[src/rtl/pixel_frame_tx.sv]
// Transmit side of the 16-bit pixel frame link: buffers NUM_PIX pixels, then sends sync/control/pixels.
// Optional checksum word after the pixels when PIXEL_FRAME_TX_CHKSUM_EN is defined.
module pixel_frame_tx #(
  parameter int          NUM_PIX   = 16,
  parameter logic [15:0] IDLE_WORD = 16'h0000
) (
  input  logic        CLK,
  input  logic        nRST,
  input  logic        START,
  input  logic [15:0] CNTL_WORD,
  input  logic        S_VALID,
  input  logic [15:0] S_DATA,
  output logic        S_READY,
  output logic        TX_GO,
  output logic [15:0] DOUT,
  output logic        BUSY,
  output logic        DONE
);

  localparam int CW = $clog2(NUM_PIX + 1);
  localparam int IW = (NUM_PIX > 1) ? $clog2(NUM_PIX) : 1;
  localparam logic [CW-1:0] LAST_IDX = CW'(NUM_PIX - 1);

`ifdef PIXEL_FRAME_TX_CHKSUM_EN
  typedef enum logic [3:0] {
    sIDLE, sLOAD, sGO, sSYNC0, sSYNC1, sSYNC2, sCNTL, sPIX, sCSUM
  } state_t;
`else
  typedef enum logic [3:0] {
    sIDLE, sLOAD, sGO, sSYNC0, sSYNC1, sSYNC2, sCNTL, sPIX
  } state_t;
`endif

  state_t          state_q, state_d;
  logic [CW-1:0]   wr_idx_q, wr_idx_d;
  logic [CW-1:0]   rd_idx_q, rd_idx_d;
  logic [15:0]     cntl_q, cntl_d;
  logic [15:0]     pix_buf [NUM_PIX];
  logic [15:0]     dout_q, dout_d;
  logic            tx_go_q, tx_go_d;
  logic            done_q, done_d;
  logic            busy_q, busy_d;
  logic            s_ready_q, s_ready_d;
  logic            accept;
`ifdef PIXEL_FRAME_TX_CHKSUM_EN
  logic [15:0]     sum_q, sum_d;
`endif

  assign accept  = s_ready_q && S_VALID;
  assign S_READY = s_ready_q;
  assign TX_GO   = tx_go_q;
  assign DOUT    = dout_q;
  assign BUSY    = busy_q;
  assign DONE    = done_q;

  always_ff @(posedge CLK or negedge nRST) begin
    if (!nRST) begin
      state_q   <= sIDLE;
      wr_idx_q  <= '0;
      rd_idx_q  <= '0;
      cntl_q    <= '0;
      dout_q    <= IDLE_WORD;
      tx_go_q   <= 1'b0;
      done_q    <= 1'b0;
      busy_q    <= 1'b0;
      s_ready_q <= 1'b0;
`ifdef PIXEL_FRAME_TX_CHKSUM_EN
      sum_q     <= '0;
`endif
    end else begin
      state_q   <= state_d;
      wr_idx_q  <= wr_idx_d;
      rd_idx_q  <= rd_idx_d;
      cntl_q    <= cntl_d;
      dout_q    <= dout_d;
      tx_go_q   <= tx_go_d;
      done_q    <= done_d;
      busy_q    <= busy_d;
      s_ready_q <= s_ready_d;
`ifdef PIXEL_FRAME_TX_CHKSUM_EN
      sum_q     <= sum_d;
`endif
    end
  end

  // Pixel storage is not reset; its contents are only read after a full load.
  always_ff @(posedge CLK) begin
    if (accept) pix_buf[wr_idx_q[IW-1:0]] <= S_DATA;
  end

  always_comb begin
    state_d  = state_q;
    wr_idx_d = wr_idx_q;
    rd_idx_d = rd_idx_q;
    cntl_d   = cntl_q;
`ifdef PIXEL_FRAME_TX_CHKSUM_EN
    sum_d    = sum_q;
`endif
    case (state_q)
      sIDLE: begin
        if (START) begin
          state_d  = sLOAD;
          cntl_d   = CNTL_WORD;
          wr_idx_d = '0;
          rd_idx_d = '0;
`ifdef PIXEL_FRAME_TX_CHKSUM_EN
          sum_d    = '0;
`endif
        end
      end
      sLOAD: begin
        if (accept) begin
          wr_idx_d = wr_idx_q + CW'(1);
`ifdef PIXEL_FRAME_TX_CHKSUM_EN
          sum_d    = sum_q + S_DATA;
`endif
          if (wr_idx_q == LAST_IDX) state_d = sGO;
        end
      end
      sGO:    state_d = sSYNC0;
      sSYNC0: state_d = sSYNC1;
      sSYNC1: state_d = sSYNC2;
      sSYNC2: state_d = sCNTL;
      sCNTL:  state_d = sPIX;
      sPIX: begin
        if (rd_idx_q == LAST_IDX) begin
`ifdef PIXEL_FRAME_TX_CHKSUM_EN
          state_d = sCSUM;
`else
          state_d = sIDLE;
`endif
        end else begin
          rd_idx_d = rd_idx_q + CW'(1);
        end
      end
`ifdef PIXEL_FRAME_TX_CHKSUM_EN
      sCSUM:  state_d = sIDLE;
`endif
      default: state_d = sIDLE;
    endcase
  end

  // Link outputs trail the state by one register stage; ready/busy track the next state.
  always_comb begin
    dout_d    = IDLE_WORD;
    tx_go_d   = 1'b0;
    done_d    = 1'b0;
    busy_d    = (state_d != sIDLE);
    s_ready_d = (state_d == sLOAD);
    case (state_q)
      sGO:    tx_go_d = 1'b1;
      sSYNC0: dout_d  = 16'hFFFF;
      sSYNC1: dout_d  = 16'hFFFF;
      sSYNC2: dout_d  = 16'hAAAA;
      sCNTL:  dout_d  = cntl_q;
      sPIX: begin
        dout_d = pix_buf[rd_idx_q[IW-1:0]];
`ifndef PIXEL_FRAME_TX_CHKSUM_EN
        done_d = (rd_idx_q == LAST_IDX);
`endif
      end
`ifdef PIXEL_FRAME_TX_CHKSUM_EN
      sCSUM: begin
        dout_d = sum_q;
        done_d = 1'b1;
      end
`endif
      default: ;
    endcase
  end

endmodule

[config.mk]
export PLATFORM = sky130hd
export DESIGN_NAME = pixel_frame_tx
export DESIGN_NICKNAME = d
export VERILOG_FILES = /design/src/rtl/pixel_frame_tx.sv
export SDC_FILE = /design/constraint.sdc
export NUM_CORES = 1
export LEC_CHECK = 0
export BUFFER_PORTS_ARGS = -buffer_cell sky130_fd_sc_hd__clkbuf_2
export CORE_ASPECT_RATIO = 0.9
export CORE_MARGIN = 2
export CORE_UTILIZATION = 37
export DETAILED_ROUTE_END_ITERATION = 10
export MAX_ROUTING_LAYER = met4
export PLACE_DENSITY = 0.55
export SLEW_MARGIN = 20
export SYNTH_ARGS = -nofsm -noshare
export SYNTH_HDL_FRONTEND = slang
export SYNTH_SLANG_ARGS = --single-unit
[constraint.sdc]
create_clock -name CLK -period 2.3 [get_ports CLK]
set_clock_uncertainty 0.15 [all_clocks]
set_input_delay 0.345 -clock CLK [delete_from_list [all_inputs] [get_ports CLK]]
set_output_delay 0.345 -clock CLK [all_outputs]
set_load 0.02 [all_outputs]
* Yosys cells after proc, flatten, opt, wreduce, memory -nomap -nowiden
Memory sizes are Yosys's and may differ from the RTL's. Cells that the tools add are included.
Word-level totals: input port bits 36, output and inout bits 20, logic and storage cells 49, memory bits (writable) 256, memories kept 1, flip-flop bits (word level) 50
Cells by class: add/sub/neg operators 2, reductions and logical operators 9, mux-type cells 15, eq/ne operators 13
Memories:
- pix_buf | depth 16, bits a word 16, read ports 1, clocked after Yosys merged registers in 0, write ports 1, RTL line 38 | logic [15:0] pix_buf [NUM_PIX];
Operators by type and width (number):
- one-hot mux 16 bit (4 select lines) | 1
- one-hot mux 4 bit (8 select lines) | 1
- one-hot mux 5 bit (2 select lines) | 2
- == test 4 x 3 -> 1 bit (second input constant) | 4
- two-way mux 4 bit | 4
- two-way mux 5 bit | 3
- adder 5 x 1 -> 5 bit (second input constant) | 2
- == test 5 x 4 -> 1 bit (second input constant) | 2
- == test 4 x 1 -> 1 bit (second input constant) | 2
- == test 4 x 2 -> 1 bit (second input constant) | 2
- != test 2 bit (second input constant) | 3
- AND reduction 3 bit | 2
- zero test 4 bit | 1
- two-way mux 1 bit | 4
- nonzero test 2 bit | 2
- nonzero test 4 bit | 1
- AND reduction 2 bit | 1
- OR reduction 2 bit | 1
- logical AND 1 bit | 1

* Longest topological paths before layout
Gate-level depths: netlist (run 1).
word-level depth 5, depth in mapped cells 8, mapped depth without buffers 7

* Worst setup path before layout (run 1)
No wires, ideal clock.
path kind reg2reg, start point register s_ready_q (netlist: S_READY), end point memory pix_buf[0][0], enable pin, setup slack -382 ps, setup time 409 ps, data arrival time 2123 ps, buffers on the path 1, stages on the path, launching flop included 5, clock period less this slack 2682 ps, data required time 1741 ps, path through dfrtp_1 -> and2_1 -> clkbuf_1 -> nand2_1 -> nor3_1
On the way: longest elaborated chain between the ends 3
RTL lines:
- start, declared | RTL line 43 | logic s_ready_q, s_ready_d;
- start signal, assigned | RTL line 79 | s_ready_q <= s_ready_d;
- logical AND 1 bit | RTL line 49 | assign accept = s_ready_q && S_VALID;
- two-way mux 1 bit | RTL line 88 | if (accept) pix_buf[wr_idx_q[IW-1:0]] <= S_DATA;
- two-way mux 1 bit (not written as such) | RTL line 88
- end, declared | RTL line 38
No other way between the ends.

* Worst setup path after layout (run 1)
start point register rd_idx_q[0], end point register dout_q[3] (netlist: DOUT[3])
On the way: longest elaborated chain between the ends 2
RTL lines:
- start, declared | RTL line 36 | logic [CW-1:0] rd_idx_q, rd_idx_d;
- start signal, assigned | RTL line 73 | rd_idx_q <= rd_idx_d;
- memory read (16 x 16 bit)
- one-hot mux 16 bit (4 select lines) | RTL line 150 | case (state_q)
- named net dout_d[3] | RTL line 39 | logic [15:0] dout_q, dout_d;
- end signal, assigned | RTL line 75 | dout_q <= dout_d;
- end, declared | RTL line 39
The timed path passes the listed nets, and every way through them passes these cells. A chain may end at the register's enable or synchronous reset.

==> impl_results.md, run 1 <==
* I/O Buffers at 55
* Synth warn at 0
* Die height at 176 um
* Reg-to-reg startpoint: rd_idx_q[0]$_DFFE_PN0P_
* CP Max Fanout at 17
* Rel. slew slack at 51.3%
* Fraction of registers with async set/reset at 16.3%
* Row count at 62
* Later-pin clock latency in the skew report at 0.56 ns
* Crit path max-delay cell type: mux4_2
* Setup Viol. Count Final at 0
* Startpoint Class: flip-flop
* Post-synth net total at 743
* Final std cells w/o fill at 1262
* Final min period at 2.23 ns
* Via density at 5.24
* Flop and latch count out of synthesis at 306
* Clock buffer depth at 3
* MaxCap Viol Count at 0
* Inst Count DP at 1187
* Drt wl/cell at 22.0 um
* Setup slack, reg-to-reg at 0.07 ns
* Outcome: completed
* H-Tree Depth at 1
* Post-CTS Setup Bufs at 0
* Worst-path clk slew at 0.06 ns
* Synth top area share at 63.3%
* Part of the cycle the worst path needs at 97.2%
* Fmax at 447 MHz
* Hold endpoint: pix_buf[2][4]$_DFFE_PP_
* DRT Pass-1 Iters at 5
* Post-synth top flop: edfxtp_1
* Hold WS at 0.0532 ns
* Hold Fails Final Rpt at 0
* DRT Wirelength at 27.7 mm
* Clock Tree Root: clkbuf_16
* Ports at 56
* Core area at 32100 um^2
* Count of nets after finishing at 864
* CTS Buf Count at 31
* Fill count at 2752
* CTS tree: done
* Crit Reg-Reg Endpoint: DOUT[3]$_DFF_PN0_
* Initial antenna violation count at 1
* Final core occ at 44.9%
* DR iter-0 viols at 640
* Synth cell count leaders: 256 x edfxtp_1, 71 x nand2_1, 50 x dfrtp_1
* RSZ-0062 raised after global routing: no
* Hold WC Path Type: input pin to flip-flop
* Peak supply drop at 0.502 mV
* DRC Markers at 0
* # clock sinks at 306
* Tot Pwr at 12200 uW
* Leakage at 0.00499 uW
* Vias post-DR at 6614
* EDFF count, synth at 256
* Share of post-route cells with drive strength above 1 at 23.1%
* Most numerous cell in the Yosys netlist: edfxtp_1
* Post-route ant nets at 0
* Largest net degree at the start of global routing at 51
* Delay-heaviest family, CP: multiplexers
* Largest cells by area after synthesis: edfxtp_1 63%, dfrtp_1 10%, mux4_2 6.9%
* Syn Area/Cell at 17.4 um^2
* HPWL after detailed placement at 17.7 mm
* Worst path max stage delay at 0.52 ns
* Grt ovf at 0
* Worst R2R Path Depth at 5
* CP Capture Type: flip-flop
* Chip width at 195 um
* Worst Hold Depth at 1
* Seq/Total Area, Yosys at 73.6%
* First-pass GRT wire length at 42.2 mm
* WS Path Type: flip-flop to flip-flop
* Arrival time at the worst endpoint at 2.50 ns
* Initial cell density of the core at 37.8%
* WP data required at 2.57 ns
* Global Route Usage Sum at 16.9%
* Slew @ Worst Pin at 0.724 ns
* Area leader, netlist: edfxtp_1
* Number of global-route vias before repair at 6850
* Setup TNS Final at 0 ns
* Mapped Area at 12100 um^2
* Hold Path Origin: S_DATA[4]
* Max Slew Vio Count at 0
* Worst path buffer plus inverter count at 1
* Area growth syn-to-layout at 18.7%
* RD Place Congestion at 0.789
* Power density cells at 847 nW/um^2
* CP Cell Sequence: buf_12 -> mux4_2 -> mux2i_2 -> nor2_1 -> or3_1
* Full die area at 34300 um^2
* Synth cell types at 44
* Gate count of the mapped netlist at 700
-- worst max-delay path by stage --
stage	start	to	slack, ns	cells after the start
CTS	rd_idx_q[0]$_DFFE_PN0P_	DOUT[3]$_DFF_PN0_	0.04	5
global route	rd_idx_q[0]$_DFFE_PN0P_	BUSY$_DFF_PN0_	0.03	7
global placement	rd_idx_q[0]$_DFFE_PN0P_	DOUT[3]$_DFF_PN0_	0.1	5
floorplan	S_READY$_DFF_PN0_	pix_buf[4][0]$_DFFE_PP_	0.04	4
detailed placement	rd_idx_q[0]$_DFFE_PN0P_	DOUT[3]$_DFF_PN0_	0.04	5
finish	rd_idx_q[0]$_DFFE_PN0P_	DOUT[3]$_DFF_PN0_	0.07	5
-- worst register-to-register path, stage by stage (launching register included) --
cell,delay [ns]
dfrtp_1,0.43
buf_12,0.19
mux4_2,0.53
mux2i_2,0.28
nor2_1,0.11
or3_1,0.41
-- what timing repair did --
item / CTS / global route
resized for setup: 0 / 1
hold buffers: 17 / 0
endpoints found under the hold margin: 66 / 0
setup endpoints to repair: 0 / 1
-- power breakdown --
group	internal (uW)	switching [uW]
combinational	448	720
sequential	6310	185
clock	2570	1970
total	9330	2880
-- layer usage --
layer  vias to the layer above  GRT usage, %  wire (um)
li1                       2981             -          -
met2                       217          26.1      12900
met3                        41          2.63       1560
met5                         -             -          0
met4                         0          3.72        495
met1                      3375          23.9      12800
-- sequential cells by signal, summed over array words and instances, names as in the netlist --
register / flops
pix_buf: 256
cntl_q: 16
BUSY: 1
state_q: 4
S_READY: 1
wr_idx_q: 5
rd_idx_q: 5
DOUT: 16
DONE: 1
TX_GO: 1
-- logic make-up (layout without fill, tap and decap cells) --
family,after synthesis,after routing,synth area share [%]
flops,306,306,73.6
simple gates,167,167,6.53
compound gates,95,95,5.18
mux,73,73,11.6
buf+inv,46,191,2.02
fa+ha+maj,7,7,0.721
xor+xnor,5,5,0.361
other cells,1,2,0.0309
-- final cells by class --
cell class,count,area (um^2),share of cell area [%]
clock buffers,38,802,5.56
multi-input cells,348,2990,20.7
inverters,10,37.5,0.260
flip-flops and latches,306,8940,62.0
diodes,1,2.50,0.0174
clock inverters,19,119,0.824
well taps,416,520,3.61
repair buffers,124,1010,7.01
-- through the flow --
| step | instance area (um^2) | worst slack [ns] |
|---|---|---|
| floorplan | 12200 | 0.0424 |
| global placement | 13300 | 0.0979 |
| detailed placement | 13300 | 0.0403 |
| CTS | 14400 | 0.0419 |
| global route | 14400 | 0.0265 |
| finish | 14400 | 0.0651 |
-- cell usage in the layout, fill, tap and decap left out, types with 20 or more instances in the layout --
cell type  netlist  routed
nor2_1          28      28
edfxtp_1       256     256
nor2b_1         23      23
clkbuf_2         0      55
mux4_2          37      37
mux2i_1         23      22
nand2_1         71      71
clkbuf_16        0      31
buf_4            6      38
a21oi_1         22      22
dfrtp_1         50      48
o21ai_0         20      20
Note: power is estimated with default switching activity, not from simulation.
==> run 2, diff against run 1 <==
--- a/config.mk
+++ b/config.mk
@@ -5,13 +5,13 @@
 export SDC_FILE = /design/constraint.sdc
 export NUM_CORES = 1
 export LEC_CHECK = 0
-export BUFFER_PORTS_ARGS = -buffer_cell sky130_fd_sc_hd__clkbuf_2
 export CORE_ASPECT_RATIO = 0.9
 export CORE_MARGIN = 2
 export CORE_UTILIZATION = 37
 export DETAILED_ROUTE_END_ITERATION = 10
+export DONT_BUFFER_PORTS = 1
 export MAX_ROUTING_LAYER = met4
-export PLACE_DENSITY = 0.55
+export PLACE_DENSITY = 0.6
 export SLEW_MARGIN = 20
 export SYNTH_ARGS = -nofsm -noshare
 export SYNTH_HDL_FRONTEND = slang
==> impl_results.md, run 2 (same netlist as run 1, synthesis figures left out) <==
* Hold Path Origin: S_VALID
* RSZ-0062 raised after global routing: no
* Leakage at 0.00489 uW (-2.2%)
* WS Path Type: flip-flop to flip-flop
* Outcome: completed
* Die height at 176 um (unchanged)
* Number of global-route vias before repair at 6687 (-2.4%)
* Hold WC Path Type: input pin to flip-flop
* Most common cell after layout, fill and taps aside: edfxtp_1
* First-pass GRT wire length at 41.7 mm (-1.1%)
* Initial antenna violation count at 3 (+2)
* Post-CTS Setup Bufs at 0 (unchanged)
* Share of post-route cells with drive strength above 1 at 20.2% (-2.9 points)
* Hold Fails Final Rpt at 0 (unchanged)
* WP data required at 2.59 ns (+0.02 ns)
* Count of nets after finishing at 831 (-3.8%)
* DRC Markers at 0 (unchanged)
* Worst-path clk slew at 0.06 ns (about the same)
* Tot Pwr at 12600 uW (+3.1%)
* CTS Buf Count at 31 (unchanged)
* Area growth syn-to-layout at 19.5%
* Later-pin clock latency in the skew report at 0.56 ns (about the same)
* Core area at 32100 um^2 (unchanged)
* Power density cells at 867 nW/um^2 (+2.4%)
* CP Max Fanout at 7 (-10)
* RD Place Congestion at 0.796 (+0.94%)
* Final min period at 2.17 ns (-0.0630 ns)
* Fmax at 460 MHz (+2.9%)
* Most frequent cells in the layout: 256 x edfxtp_1, 71 x nand2_1, 48 x dfrtp_1, 45 x buf_4, 37 x mux4_2
* Row count at 62 (unchanged)
* CTS tree: done
* Setup Viol. Count Final at 0 (unchanged)
* Chip width at 195 um (unchanged)
* Full die area at 34300 um^2 (unchanged)
* Largest net degree at the start of global routing at 51 (unchanged)
* DRT Pass-1 Iters at 5 (unchanged)
* DR iter-0 viols at 521 (-19%)
* Post-route ant nets at 0 (unchanged)
* Via density at 5.26 (+0.31%)
* Reg-to-reg startpoint: rd_idx_q[0]$_DFFE_PN0P_
* Global Route Usage Sum at 16.7% (-0.21 points)
* Ports at 56 (unchanged)
* Crit Reg-Reg Endpoint: BUSY$_DFF_PN0_
* Startpoint Class: flip-flop
* # clock sinks at 306 (unchanged)
* Grt ovf at 0 (unchanged)
* Hold endpoint: wr_idx_q[1]$_DFFE_PN0P_
* Worst Hold Depth at 4 (+3)
* CP Capture Type: flip-flop
* Clock Tree Root: clkbuf_16
* Cts hold-fix bufs at 35 (+18)
* Post-cts sizing count at 0 (unchanged)
* Slew @ Worst Pin at 0.716 ns (-0.00728 ns)
* Clock buffer depth at 3 (unchanged)
* Rel. slew slack at 52.1% (+0.77 points)
* I/O Buffers at 0 (-100%)
* Arrival time at the worst endpoint at 2.46 ns (-0.04 ns)
* Max Slew Vio Count at 0 (unchanged)
* Initial cell density of the core at 37.8% (unchanged)
* H-Tree Depth at 1 (unchanged)
* HPWL after detailed placement at 17.5 mm (-0.81%)
* DRT Wirelength at 27.1 mm (-2.3%)
* Peak supply drop at 0.465 mV (-7.3%)
* Setup TNS Final at 0 ns (unchanged)
* Max reg flops at 256 (unchanged)
* Drt wl/cell at 22.0 um (about the same)
* Worst R2R Path Depth at 7 (+2)
* Vias post-DR at 6477 (-2.1%)
* Setup slack, reg-to-reg at 0.13 ns (+0.06 ns)
* MaxCap Viol Count at 0 (unchanged)
* Part of the cycle the worst path needs at 94.4% (-2.7 points)
run 2: worst max path at each step:
stage / from / to / slack, ns / cells past startpoint
final: rd_idx_q[0]$_DFFE_PN0P_ / BUSY$_DFF_PN0_ / 0.13 / 7
after global routing: rd_idx_q[0]$_DFFE_PN0P_ / DOUT[9]$_DFF_PN0_ / 0.04 / 5
after CTS: rd_idx_q[0]$_DFFE_PN0P_ / BUSY$_DFF_PN0_ / 0.16 / 7
after detailed placement: rd_idx_q[0]$_DFFE_PN0P_ / BUSY$_DFF_PN0_ / 0.18 / 7
after global placement: rd_idx_q[1]$_DFFE_PN0P_ / DOUT[4]$_DFF_PN0_ / 0.21 / 5
after floorplan: S_READY$_DFF_PN0_ / pix_buf[4][0]$_DFFE_PP_ / 0.04 / 4
run 2: power breakdown:
group          total [uW]  internal [uW]  switching, uW
clock                5040           2990           2050
sequential           6610           6310            293
combinational         944            379            566
run 2: per-layer routing:
layer  share of wire (%)  global-route usage (%)
met5                   0                       -
met1                  45                    23.1
met4                 2.1                    3.82
met3                 6.4                    3.36
met2                  46                    25.7
run 2: cell type report:
class                      instances  area [um^2]
sequential                       306         8940
clock inverter                    16          179
clock buffer                      42          867
fill                            2786        17600
antenna                            3         7.51
inverter                          10         37.5
multi-input combinational        348         3030
timing repair buffer              91          926
tap                              416          520
run 2: metrics by stage:
step | hold slack (ns) | cells | instance area (um^2) | setup WS (ns) | utilization [%]
finish | 0.175 | 1232 | 14500 | 0.128 | 45.2
global route | 0.204 | 1232 | 14500 | 0.0363 | 45.2
CTS | 0.153 | 1229 | 14500 | 0.160 | 45.2
detailed placement | -0.0985 | 1136 | 13100 | 0.182 | 40.8
global placement | -0.0992 | 1136 | 13100 | 0.207 | 40.8
floorplan | -0.101 | 700 | 12200 | 0.0424 | -
run 2: worst max-delay path, cell delays in order (launching register included):
cell and delay (ns):
dfrtp_1 0.46, ha_1 0.20, and3_1 0.16, ha_1 0.29, nand3b_1 0.15, a21oi_1 0.07
a211o_1 0.29, a211o_1 0.28
==> run 3, diff against run 2 <==
--- a/config.mk
+++ b/config.mk
@@ -5,7 +5,7 @@
 export SDC_FILE = /design/constraint.sdc
 export NUM_CORES = 1
 export LEC_CHECK = 0
-export CORE_ASPECT_RATIO = 0.9
+export CORE_ASPECT_RATIO = 0.8
 export CORE_MARGIN = 2
 export CORE_UTILIZATION = 37
 export DETAILED_ROUTE_END_ITERATION = 10
==> impl_results.md, run 3 (same netlist as run 1, synthesis figures left out) <==
* Final min period at 2.20 ns (+0.0266 ns)
* Post-CTS Setup Bufs at 0 (unchanged)
* RSZ-0062 raised after global routing: no
* Clock Tree Root: clkbuf_16
* Worst path max stage delay at 0.59 ns (+0.13 ns)
* CP Max Fanout at 34 (+27)
* DRT Wirelength at 27.4 mm (+1.1%)
* Grt ovf at 0 (unchanged)
* HPWL after detailed placement at 17.4 mm (-0.95%)
* CP Cell Sequence: buf_12 -> buf_12 -> mux4_1 -> nor2_1 -> nor4_1 -> o31a_1
* Setup Viol. Count Final at 0 (unchanged)
* Global Route Usage Sum at 16.6% (-0.078 points)
* Largest net degree at the start of global routing at 51 (unchanged)
* DP Worst Slack at 0.139 ns (-0.0434 ns)
* CTS Buf Count at 30 (-3.2%)
* Drt wl/cell at 21.9 um (-0.64%)
* DR iter-0 viols at 646 (+24%)
* Power density cells at 855 nW/um^2 (-1.4%)
* Crit. Startpoint: rd_idx_q[1]$_DFFE_PN0P_
* Worst-path clk slew at 0.06 ns (about the same)
* CTS tree: done
* Initial antenna violation count at 5 (+2)
* Peak supply drop at 0.608 mV (+31%)
* Most frequent cells in the layout: 256 x edfxtp_1, 71 x nand2_1, 49 x buf_4, 48 x dfrtp_1, 41 x dlygate4sd3_1
* Rel. slew slack at 53.2% (+1.1 points)
* Slew @ Worst Pin at 0.700 ns (-0.0165 ns)
* Most common cell after layout, fill and taps aside: edfxtp_1
* MaxCap Viol Count at 0 (unchanged)
* Sequential power share at 53.0% (+0.5 points)
* Number of global-route vias before repair at 6354 (-5.0%)
* Fmax at 455 MHz (-1.2%)
* Max Slew Vio Count at 0 (unchanged)
* Core area at 32400 um^2 (+0.91%)
* Startpoint Class: flip-flop
* Clock buffer depth at 3 (unchanged)
* Final core occ at 44.7% (-0.48 points)
* I/O Buffers at 0 (unchanged)
* Initial cell density of the core at 37.5% (-0.34 points)
* WS Path Type: flip-flop to flip-flop
* Hold Fails Final Rpt at 0 (unchanged)
* Internal power at 9480 uW (-2.1%)
* Full die area at 34300 um^2 (about the same)
* Row count at 59 (-4.8%)
* Delay-heaviest family, CP: simple AND/OR/NAND/NOR gates
* Logic gate share of total power at 9.1% (+1.6 points)
* Share of post-route cells with drive strength above 1 at 19.5% (-0.68 points)
* Reg-to-reg startpoint: rd_idx_q[1]$_DFFE_PN0P_
* H-Tree Depth at 1 (unchanged)
* Multi-input logic area at 3010 um^2 (-0.62%)
* Inst Count DP at 1150 (+1.2%)
* Part of the cycle the worst path needs at 95.6% (+1.2 points)
* Power share of the clock group at 37.9% (-2.1 points)
* Vias post-DR at 6543 (+1.0%)
* Post-route ant nets at 0 (unchanged)
* Top cell by count, worst path: buf_12
* Via density at 5.22 (-0.67%)
* Outcome: completed
* Count of nets after finishing at 840 (+1.1%)
* Max reg flops at 256 (unchanged)
* Hold Path Origin: START
* Hold WC Path Type: input pin to flip-flop
* Register area at 8940 um^2 (unchanged)
* Area growth syn-to-layout at 19.3%
* Chip width at 207 um (+5.9%)
* Arrival time at the worst endpoint at 2.54 ns (+0.08 ns)
* RD Place Congestion at 0.755 (-5.2%)
* Ports at 56 (unchanged)
* # clock sinks at 306 (unchanged)
* Crit path max-delay cell type: nor4_1
* Fill count at 2754 (-1.1%)
* Leakage at 0.00491 uW (+0.52%)
* P_sw at 2910 uW (+0.16%)
* DRC Markers at 0 (unchanged)
* Setup TNS Final at 0 ns (unchanged)
* First-pass GRT wire length at 40.9 mm (-1.8%)
* DRT Pass-1 Iters at 4 (-1)
* Final std cells w/o fill at 1253 (+1.7%)
* Sw Ratio at 23.5% (+0.40 points)
* CP Capture Type: flip-flop
* Setup ws final at 0.102 ns (-0.0266 ns)
* Later-pin clock latency in the skew report at 0.56 ns (about the same)
* WP data required at 2.64 ns (+0.05 ns)
* Worst path buffer plus inverter count at 2 (+2)
* Die height at 166 um (-5.6%)
-- run 3: cell count changes in the layout (fill, tap and decap cells not counted), moves of 3 or more --
cell,before,now
buf_4,45,49
clkbuf_1,6,9
clkinvlp_4,3,0
dlygate4sd3_1,34,41
nor3_2,1,5
nor3_4,3,0
-- run 3: final cells by class --
class                   count  area share, %
flip-flops and latches    306           61.7
multi-input cells         348           20.8
repair buffers            101           6.88
clock buffers              44           5.89
well taps                 427           3.69
clock inverters            12          0.665
inverters                  10          0.259
diodes                      5         0.0864
-- run 3: worst min-delay path: stages --
cell and delay [ns]:
nand3_1 0.07, buf_4 0.21, nand2_1 0.08
-- run 3: path summary, 6_finish.rpt --
kind / depth (start not counted) / slack (ns) / end
worst max-delay path: 6 / 0.10 / DOUT[15]$_DFF_PN0_
worst min-delay path: 3 / 0.04 / S_READY$_DFF_PN0_
worst max register to register: 6 / 0.10 / DOUT[15]$_DFF_PN0_
worst min register to register: 2 / 0.33 / cntl_q[2]$_DFFE_PN0P_
max in group asynchronous: 2 / 1.58 / rd_idx_q[1]$_DFFE_PN0P_
min in group asynchronous: 2 / 0.15 / cntl_q[8]$_DFFE_PN0P_
-- run 3: repair_timing --
item,4_1_cts,5_1_grt
gates resized for setup,0,2
setup endpoints to repair,0,7
hold buffers,42,0
hold endpoints to repair,323,0
-- run 3: power by group through the flow --
stage                     Combinational [uW]  Sequential, uW  Clock [uW]
after floorplan                          602            6610           0
after CTS                               1120            6570        4790
final                                   1130            6570        4690
after global routing                    1250            6610        5020
after global placement                   866            6690           0
after detailed placement                 882            6680           0
-- run 3: layer usage --
metal	GRT usage, %	share of wire (%)	vias to the layer above	wire (um)
li1	-	-	2935	-
met1	25.7	49	3368	13500
met2	22.9	42	212	11600
met3	3.22	7.0	28	1910
met4	3.23	1.4	0	381
met5	-	0	-	0
-- run 3: metrics by stage --
stage               hold WS (ns)  cell area [um^2]  total power [uW]
floorplan                 -0.101             12200              7210
global placement         -0.0989             13100              7550
detailed placement       -0.0988             13100              7560
CTS                       0.0135             14500             12500
global route              0.0690             14500             12900
finish                    0.0352             14500             12400
